**src/rtl/seq_det_pkg.sv**
```systemverilog
// Shared constants and width helper for the parametrised serial sequence detector.
package seq_det_pkg;

  localparam int DEF_RUN_LEN = 4;
  localparam int DEF_PAT_W   = 4;
  localparam int DEF_CNT_W   = 8;
  localparam logic [DEF_PAT_W-1:0] DEF_PAT_INIT = 4'b1001;

  // Bits needed to hold every value 0..max_val, never fewer than one.
  function automatic int clog2_sat(input int max_val);
    int bits;
    bits = 1;
    while ((1 << bits) <= max_val) bits = bits + 1;
    return bits;
  endfunction

endpackage

```
**src/rtl/seq_det_hist.sv**
```systemverilog
// Pattern path: history shift register, fill counter, compare and hit/overlap clearing.
module seq_det_hist
  import seq_det_pkg::*;
#(
  parameter int PAT_W = DEF_PAT_W
) (
  input  logic             clk_i,
  input  logic             rst_ni,
  input  logic             sample_i,
  input  logic             clear_i,
  input  logic             overlap_i,
  input  logic             w_i,
  input  logic [PAT_W-1:0] pat_i,
  output logic             hit_o,
  output logic             pat_hit_o
);

  localparam int FW = clog2_sat(PAT_W);
  localparam logic [FW-1:0] FILL_FULL = FW'(PAT_W);

  logic [PAT_W-1:0] hist_q, hist_d, nhist;
  logic [FW-1:0]    fill_q, fill_d, nfill;
  logic             pat_hit_q, pat_hit_d;
  logic             hit;

  // fill counts valid history bits so pre-stream zeros can never match.
  assign nhist = {hist_q[PAT_W-2:0], w_i};
  assign nfill = (fill_q == FILL_FULL) ? fill_q : fill_q + FW'(1);
  assign hit   = (nfill == FILL_FULL) && (nhist == pat_i);

  always_comb begin
    hist_d    = hist_q;
    fill_d    = fill_q;
    pat_hit_d = pat_hit_q;
    if (clear_i) begin
      hist_d    = '0;
      fill_d    = '0;
      pat_hit_d = 1'b0;
    end else if (sample_i) begin
      hist_d    = nhist;
      fill_d    = (hit && !overlap_i) ? '0 : nfill;
      pat_hit_d = hit;
    end
  end

  always_ff @(posedge clk_i) begin
    if (!rst_ni) begin
      hist_q    <= '0;
      fill_q    <= '0;
      pat_hit_q <= 1'b0;
    end else begin
      hist_q    <= hist_d;
      fill_q    <= fill_d;
      pat_hit_q <= pat_hit_d;
    end
  end

  assign hit_o     = sample_i && !clear_i && hit;
  assign pat_hit_o = pat_hit_q;

endmodule

```
**src/rtl/seq_detector_param.sv**
```systemverilog
// Moore serial detector: run-of-ones and programmable-pattern detectors in parallel,
// with a saturating pattern-match counter. All outputs decode registered state.
module seq_detector_param
  import seq_det_pkg::*;
#(
  parameter int               RUN_LEN  = DEF_RUN_LEN,
  parameter int               PAT_W    = DEF_PAT_W,
  parameter logic [PAT_W-1:0] PAT_INIT = PAT_W'(DEF_PAT_INIT),
  parameter int               CNT_W    = DEF_CNT_W
) (
  input  logic             Clock,
  input  logic             Resetn,
  input  logic             en,
  input  logic             w,
  input  logic             overlap,
  input  logic             pat_load,
  input  logic [PAT_W-1:0] pat_in,
  input  logic             cnt_clr,
  output logic             z_run,
  output logic             z_pat,
  output logic             z,
  output logic [CNT_W-1:0] match_cnt,
  output logic             cnt_sat
);

  localparam int RW = clog2_sat(RUN_LEN);
  localparam logic [RW-1:0]    RUN_MAX = RW'(RUN_LEN);
  localparam logic [CNT_W-1:0] CNT_MAX = '1;

  logic [RW-1:0]    run_cnt_q, run_cnt_d;
  logic [PAT_W-1:0] pat_reg_q, pat_reg_d;
  logic [CNT_W-1:0] match_cnt_q, match_cnt_d;
  logic             cnt_sat_q, cnt_sat_d;
  logic             sample, hit, pat_hit;

  // A pattern load swallows the concurrent sample for both detectors.
  assign sample = en && !pat_load;

  seq_det_hist #(.PAT_W(PAT_W)) u_hist (
    .clk_i     (Clock),
    .rst_ni    (Resetn),
    .sample_i  (sample),
    .clear_i   (pat_load),
    .overlap_i (overlap),
    .w_i       (w),
    .pat_i     (pat_reg_q),
    .hit_o     (hit),
    .pat_hit_o (pat_hit)
  );

  always_comb begin
    run_cnt_d = run_cnt_q;
    if (sample) begin
      if (!w)                        run_cnt_d = '0;
      else if (run_cnt_q != RUN_MAX) run_cnt_d = run_cnt_q + RW'(1);
    end
  end

  always_comb begin
    pat_reg_d = pat_load ? pat_in : pat_reg_q;
  end

  // cnt_clr beats a simultaneous hit; the counter holds once at its maximum.
  always_comb begin
    match_cnt_d = match_cnt_q;
    cnt_sat_d   = cnt_sat_q;
    if (cnt_clr) begin
      match_cnt_d = '0;
      cnt_sat_d   = 1'b0;
    end else if (hit) begin
      if (match_cnt_q != CNT_MAX) begin
        match_cnt_d = match_cnt_q + CNT_W'(1);
        cnt_sat_d   = (match_cnt_q == CNT_MAX - CNT_W'(1));
      end else begin
        cnt_sat_d   = 1'b1;
      end
    end
  end

  always_ff @(posedge Clock) begin
    if (!Resetn) begin
      run_cnt_q   <= '0;
      pat_reg_q   <= PAT_INIT;
      match_cnt_q <= '0;
      cnt_sat_q   <= 1'b0;
    end else begin
      run_cnt_q   <= run_cnt_d;
      pat_reg_q   <= pat_reg_d;
      match_cnt_q <= match_cnt_d;
      cnt_sat_q   <= cnt_sat_d;
    end
  end

  assign z_run     = (run_cnt_q == RUN_MAX);
  assign z_pat     = pat_hit;
  assign z         = z_run | z_pat;
  assign match_cnt = match_cnt_q;
  assign cnt_sat   = cnt_sat_q;

endmodule

```
**config.mk**
```make
export PLATFORM = sky130hd
export DESIGN_NAME = seq_detector_param
export DESIGN_NICKNAME = d
export VERILOG_FILES = /design/src/rtl/seq_det_pkg.sv /design/src/rtl/seq_det_hist.sv /design/src/rtl/seq_detector_param.sv
export SDC_FILE = /design/constraint.sdc
export NUM_CORES = 1
export LEC_CHECK = 0
export BUFFER_PORTS_ARGS = -buffer_cell sky130_fd_sc_hd__buf_2
export CAP_MARGIN = 10
export CORE_MARGIN = 2
export CORE_UTILIZATION = 48
export CTS_CLUSTER_SIZE = 28
export DETAILED_ROUTE_END_ITERATION = 6
export HOLD_SLACK_MARGIN = 0.1
export PLACE_DENSITY_LB_ADDON = 0.12
export SETUP_SLACK_MARGIN = 0.4
export SYNTH_ARGS = -nofsm -noshare
export SYNTH_HDL_FRONTEND = slang
export SYNTH_SLANG_ARGS = --single-unit
```
**constraint.sdc**
```tcl
create_clock -name Clock -period 2.09 [get_ports Clock]
set_input_delay 0.3135 -clock Clock [delete_from_list [all_inputs] [get_ports Clock]]
set_output_delay 0.3135 -clock Clock [all_outputs]
set_load 0.01 [all_outputs]
```
== Word level (Yosys, flattened, before mapping) ==
Cells that the tools add are included.

* Add/subtract/negate cells: 3
* Equality and inequality tests: 8
* Muxes and demuxes: 5
* Bitwise gates (word level): 2
* Reductions and logical operators: 11

{| class="wikitable"
|+ Operators by type and width
! operator !! number
|-
| $mux 3 || 4
|-
| $eq 3x3->1 const B || 3
|-
| $add 8x1->8 const B || 1
|-
| $eq 8x8->1 const B || 1
|-
| $ne 8x8->1 const B || 1
|-
| $add 3x1->3 const B || 2
|-
| $logic_and 1x1->1 || 5
|-
| $eq 4x4->1 || 1
|-
| $reduce_and 2->1 || 2
|-
| $reduce_or 2->1 || 2
|-
| $ne 3x3->1 const B || 1
|-
| $logic_not 1->1 || 2
|-
| $ne 2x1->1 const B || 1
|-
| $mux 1 || 1
|-
| $not 1->1 || 1
|-
| $or 1x1->1 || 1
|}

* Register bits after elaboration: 23
* Input port bits: 11
* Output and inout bits: 12
* Word-level logic and storage cells: 36

== Depth between registers and ports, before layout ==
* Word-level depth: 6
* Depth in mapped cells: 8
* Mapped depth without buffers: 7

== Hierarchy ==
Synthesis repeated with hierarchy kept, for this count alone.

* Cells, all modules: 134
* Area, all modules: 1191.1 sq um

{| class="wikitable"
|+ Modules (own cells, without submodules)
! module !! instances !! cells an instance !! area an instance (sq um) !! seq. area each (sq um)
|-
| seq_detector_param || 1 || 92 || 799.5 || 320.3
|-
| seq_det_hist || 1 || 42 || 391.6 || 140.1
|}

== Worst setup path before layout ==
Ideal clock, no wire load.

* Kind: register to register
* From: register u_hist.fill_q[0]
* To: register match_cnt_q[6] (netlist: match_cnt[6])
* Setup time: 0.070 ns
* Data arrival time: 2.081 ns
* Required time: 2.020 ns
* Path slack: -0.061 ns
* Cell stages (with the launch flop): 8
* Path buffers: 0
* Clock period less this slack: 2.151 ns
* Path through: dfxtp_1 -> inv_1 -> ha_1 -> or3b_1 -> a211oi_2 -> o211ai_2 -> or4_1 -> a21oi_1

* Longest elaborated chain between the ends: 6
* Elaborated cells between the ends (all ways): 7
* Those cells by class: add/sub: 1; eq/ne: 2; mux: 1; reduce/logical: 3

{| class="wikitable"
|+ Ends and longest elaborated chain
! element !! RTL line !! source
|-
| from (decl) || seq_det_hist.sv:22 || <nowiki>logic [FW-1:0] fill_q, fill_d, nfill;</nowiki>
|-
| from (signal assigned) || seq_det_hist.sv:53 || <nowiki>fill_q <= fill_d;</nowiki>
|-
| $add 3x1->3 / $eq 3x3->1 (equally long branches) || seq_det_hist.sv:28 || <nowiki>assign nfill = (fill_q == FILL_FULL) ? fill_q : fill_q + FW'(1);</nowiki>
|-
| $mux 3 * || seq_det_hist.sv:28 ||
|-
| $eq 3x3->1 * || seq_det_hist.sv:29 || <nowiki>assign hit = (nfill == FILL_FULL) && (nhist == pat_i);</nowiki>
|-
| $logic_and 1x1->1 * || seq_det_hist.sv:29 ||
|-
| $logic_and 1x1->1 * || seq_det_hist.sv:58 || <nowiki>assign hit_o = sample_i && !clear_i && hit;</nowiki>
|-
| $reduce_and 2->1 (no source line) * || - ||
|-
| to (signal assigned) || seq_detector_param.sv:89 || <nowiki>match_cnt_q <= match_cnt_d;</nowiki>
|-
| to (decl) || seq_detector_param.sv:32 || <nowiki>logic [CNT_W-1:0] match_cnt_q, match_cnt_d;</nowiki>
|}

Every way passes the cells marked *; elsewhere a longest branch is shown, timed or not.
A chain may end at the register's enable or synchronous reset.

== Worst setup path in the final report ==
* From: register u_hist.fill_q[1]
* To: register match_cnt_q[6] (netlist: match_cnt[6])

The elaborated chain is that of the path after synthesis.

==> flow_summary_export.csv <==
group,metric,value,unit
run_status,outcome,"completed",
synthesis,synth.most_common_cell,"dfxtp_1",
power,pwr-share-comb,0.096,
power,powerDensity,483,nW/um^2
drt,wl_met3,77,um
setup_path,path_cells,"inv_4, ha_4, or3b_1, a211oi_2, o211ai_2, or4_4, a21oi_2",
place,dp_hpwl,1870,um
synthesis,ys_ff_latch,23,
drt,maxUsedRoutingLayer,"met4",
drt,drt-initial-drc-count,19,
global_routing,overflow,0,
setup_path,critical_path.top_delay_family,"simple AND/OR/NAND/NOR gates",
global_routing,grt_pass1_wl,4320,um
drt,drt-pass1-iter-count,4,
place,gp_congestion,0.797,
setup_path,end_kind,"register",
floorplanning,fp-row-count,17,
synthesis,async_flop_share,0,
global_routing,gr-usage-all-layers,0.206,
clock_tree,clockBufferDepth,2,
drt,wl,2730,um
setup_path,cp_max_fo,4,
power,clkPwrFrac,0.285,
finish,fin_nets,185,
finish,utilization,0.670,
drt,num_vias,1098,
place,portBuffers,22,
setup_path,r2r_setup_slack,0.03,ns
clock_tree,clk_latency,0.31,ns
floorplanning,die_h,53.2,um
synthesis,yosysTopAreaCell,"dfxtp_1",
synthesis,netlist_area,1160,um^2
setup_path,cp_num_buf_inv,1,
floorplanning,die_w,53.2,um
floorplanning,die-area,2830,um^2
power,switching_share,0.244,
setup_path,worstPathArrival,2.31,ns
drt,met1_length,1300,um
timing,rsz0062_at_grt,"true",
synthesis,synth_edf_count,0,
setup_path,crit_required,2.34,ns
power,seq_power_share,0.620,
finish,antenna_cells,0,
synthesis,synthCells,134,
drt,drcViolationCount,0,
synthesis,syn_avg_cell_area,8.67,um^2
clock_tree,cts.sinks,23,
drt,wl_per_cell,14.0,um
power,p_leak,0.651,nW
finish,layoutNonFillerInstCount,195,
finish,fillers,218,
synthesis,synth_common_cells,"dfxtp_1, a21oi_1, nand2_1, nor2_1",
global_routing,antenna_found_initial,0,
job,maxCapViolations,0,
synthesis,synthTopCellsByArea,"dfxtp_1, a21oi_1, ha_1",
timing,post-route-period-util,0.987,
clock_tree,cts_root_buffer,"clkbuf_4",
synthesis,syn_nets,151,
setup_path,slowest_delay,0.52,ns
min_path,holdCritPathClass,"input port to register",
floorplanning,initial_core_util,0.516,
global_routing,grt_max_degree,13,
power,intPower,0.552,mW
floorplanning,ios,23,
timing,fmax,0.485,GHz
synthesis,synth_cell_type_count,35,
drt,wl_met2,1340,um
drt,viasPerCell,5.63,
synthesis,yosysSeqAreaShare,0.396,
finish,layout-drive-gt1-share,0.335,
global_routing,grt_pass1_vias,987,
clock_tree,htree_num_levels,1,
clock_tree,cts_tree,"yes",
drt,drtAntennaViolNets,0,
finish,area_delta_synth_final,30.0,%
timing,fin_skew,0.00113,ns
clock_tree,clk_pin_slew,0.13,ns
place,dp_cells,181,
timing,drv_slew,0,
timing,setup_viol,0,
clock_tree,numCtsBuffers,3,
timing,hold_viol_final,0,
setup_path,crit_path_start_kind,"register",
timing,slew_headroom,0.693,
power,p_sw,0.178,mW
synthesis,yosys_warnings,0,
power,vdd_drop_max,0.318,mV
timing,tightest_slew,0.456,ns
synthesis,synthFlopType,"dfxtp_1",
setup_path,crit_type,"register to register",
floorplanning,coreArea,2250,um^2
setup_path,cp_slowest_cell,"or4_4",
timing,min_period,2.06,ns
synthesis,synth_top_area_frac,0.396,
-- sequential cells by signal, indices dropped and copies added (netlist names) --
signal and cells:
u_hist.fill_q 3, run_cnt_q 3, pat_reg_q 4, u_hist.pat_hit_o 1, cnt_sat 1, match_cnt 8, u_hist.hist_q 3
-- layout make-up --
cell class,count,area [um^2],share of cell area
Multi-Input combinational cell,100,751,0.497
Sequential cell,23,468,0.310
Timing Repair Buffer,33,200,0.132
Tap cell,28,35.0,0.0232
Inverter,7,31.3,0.0207
Clock buffer,4,26.3,0.0174
-- metrics by stage --
stage	instance area [um^2]	worst slack, ns	hold WS, ns	setup TNS [ns]	power [mW]
2_1_floorplan	1190	0.130	0.375	0	0.501
3_3_place_gp	1320	0.111	0.440	0	0.519
3_5_place_dp	1320	0.0530	0.447	0	0.521
4_1_cts	1380	0.0248	0.191	0	0.729
5_1_grt	1510	-0.0695	0.203	-0.171	0.760
6_report	1510	0.0277	0.202	0	0.730
-- layer usage --
metal,vias up,GRT usage
met5,-,0
met4,0,0.0684
met3,2,0.0311
met2,18,0.327
met1,528,0.284
li1,550,-
-- power groups by stage --
stage / Sequential, mW / Combinational (mW) / Clock [mW]
after detailed placement: 0.463 / 0.0586 / 0
after global placement: 0.462 / 0.0564 / 0
after floorplan: 0.461 / 0.0402 / 0
after CTS: 0.453 / 0.0596 / 0.217
final: 0.452 / 0.0698 / 0.208
after global routing: 0.454 / 0.0790 / 0.228
-- kinds of logic (layout without fill, tap and decap cells) --
group | count (synthesis) | after routing | share of synthesized area
simple gates | 49 | 49 | 0.217
compound gates | 33 | 33 | 0.187
flops | 23 | 23 | 0.396
buf+inv | 11 | 44 | 0.0366
mux | 7 | 7 | 0.0603
fa+ha+maj | 6 | 6 | 0.0646
xor+xnor | 5 | 5 | 0.0377
-- final timing paths --
check / start / end / depth (start not counted)
worst max-delay path: u_hist.fill_q[1]$_SDFFE_PP0P_ / match_cnt[6]$_SDFFE_PP0P_ / 7
worst min-delay path: Resetn / pat_reg_q[0]$_SDFFE_PN1P_ / 2
worst max register to register: u_hist.fill_q[1]$_SDFFE_PP0P_ / match_cnt[6]$_SDFFE_PP0P_ / 7
worst min register to register: cnt_sat$_SDFFE_PP0P_ / cnt_sat$_SDFFE_PP0P_ / 2
-- placed cells by master (no fill, tap or decap), types with 2 or more instances in the layout --
cell type / count
buf_2: 22
nand4_1: 3
nand2_1: 12
a21oi_2: 4
nand3_1: 6
nor2_1: 8
dfxtp_4: 2
ha_4: 2
clkbuf_4: 3
buf_6: 2
a211oi_1: 3
buf_4: 9
and4_1: 2
and3_1: 2
a21oi_1: 11
ha_1: 4
inv_1: 5
nand2b_1: 5
mux2i_1: 7
inv_4: 2
o21ai_0: 4
xor2_1: 4
nor3_1: 2
dfxtp_1: 21
-- what timing repair did --
action | 4_1_cts | 5_1_grt
setup endpoints to repair | 9 | 13
hold buffers | 0 | 0
pin swaps | 2 | 4
gates resized for setup | 3 | 20
buffers inserted | 3 | 7
Power figures use the tool's default switching activity.
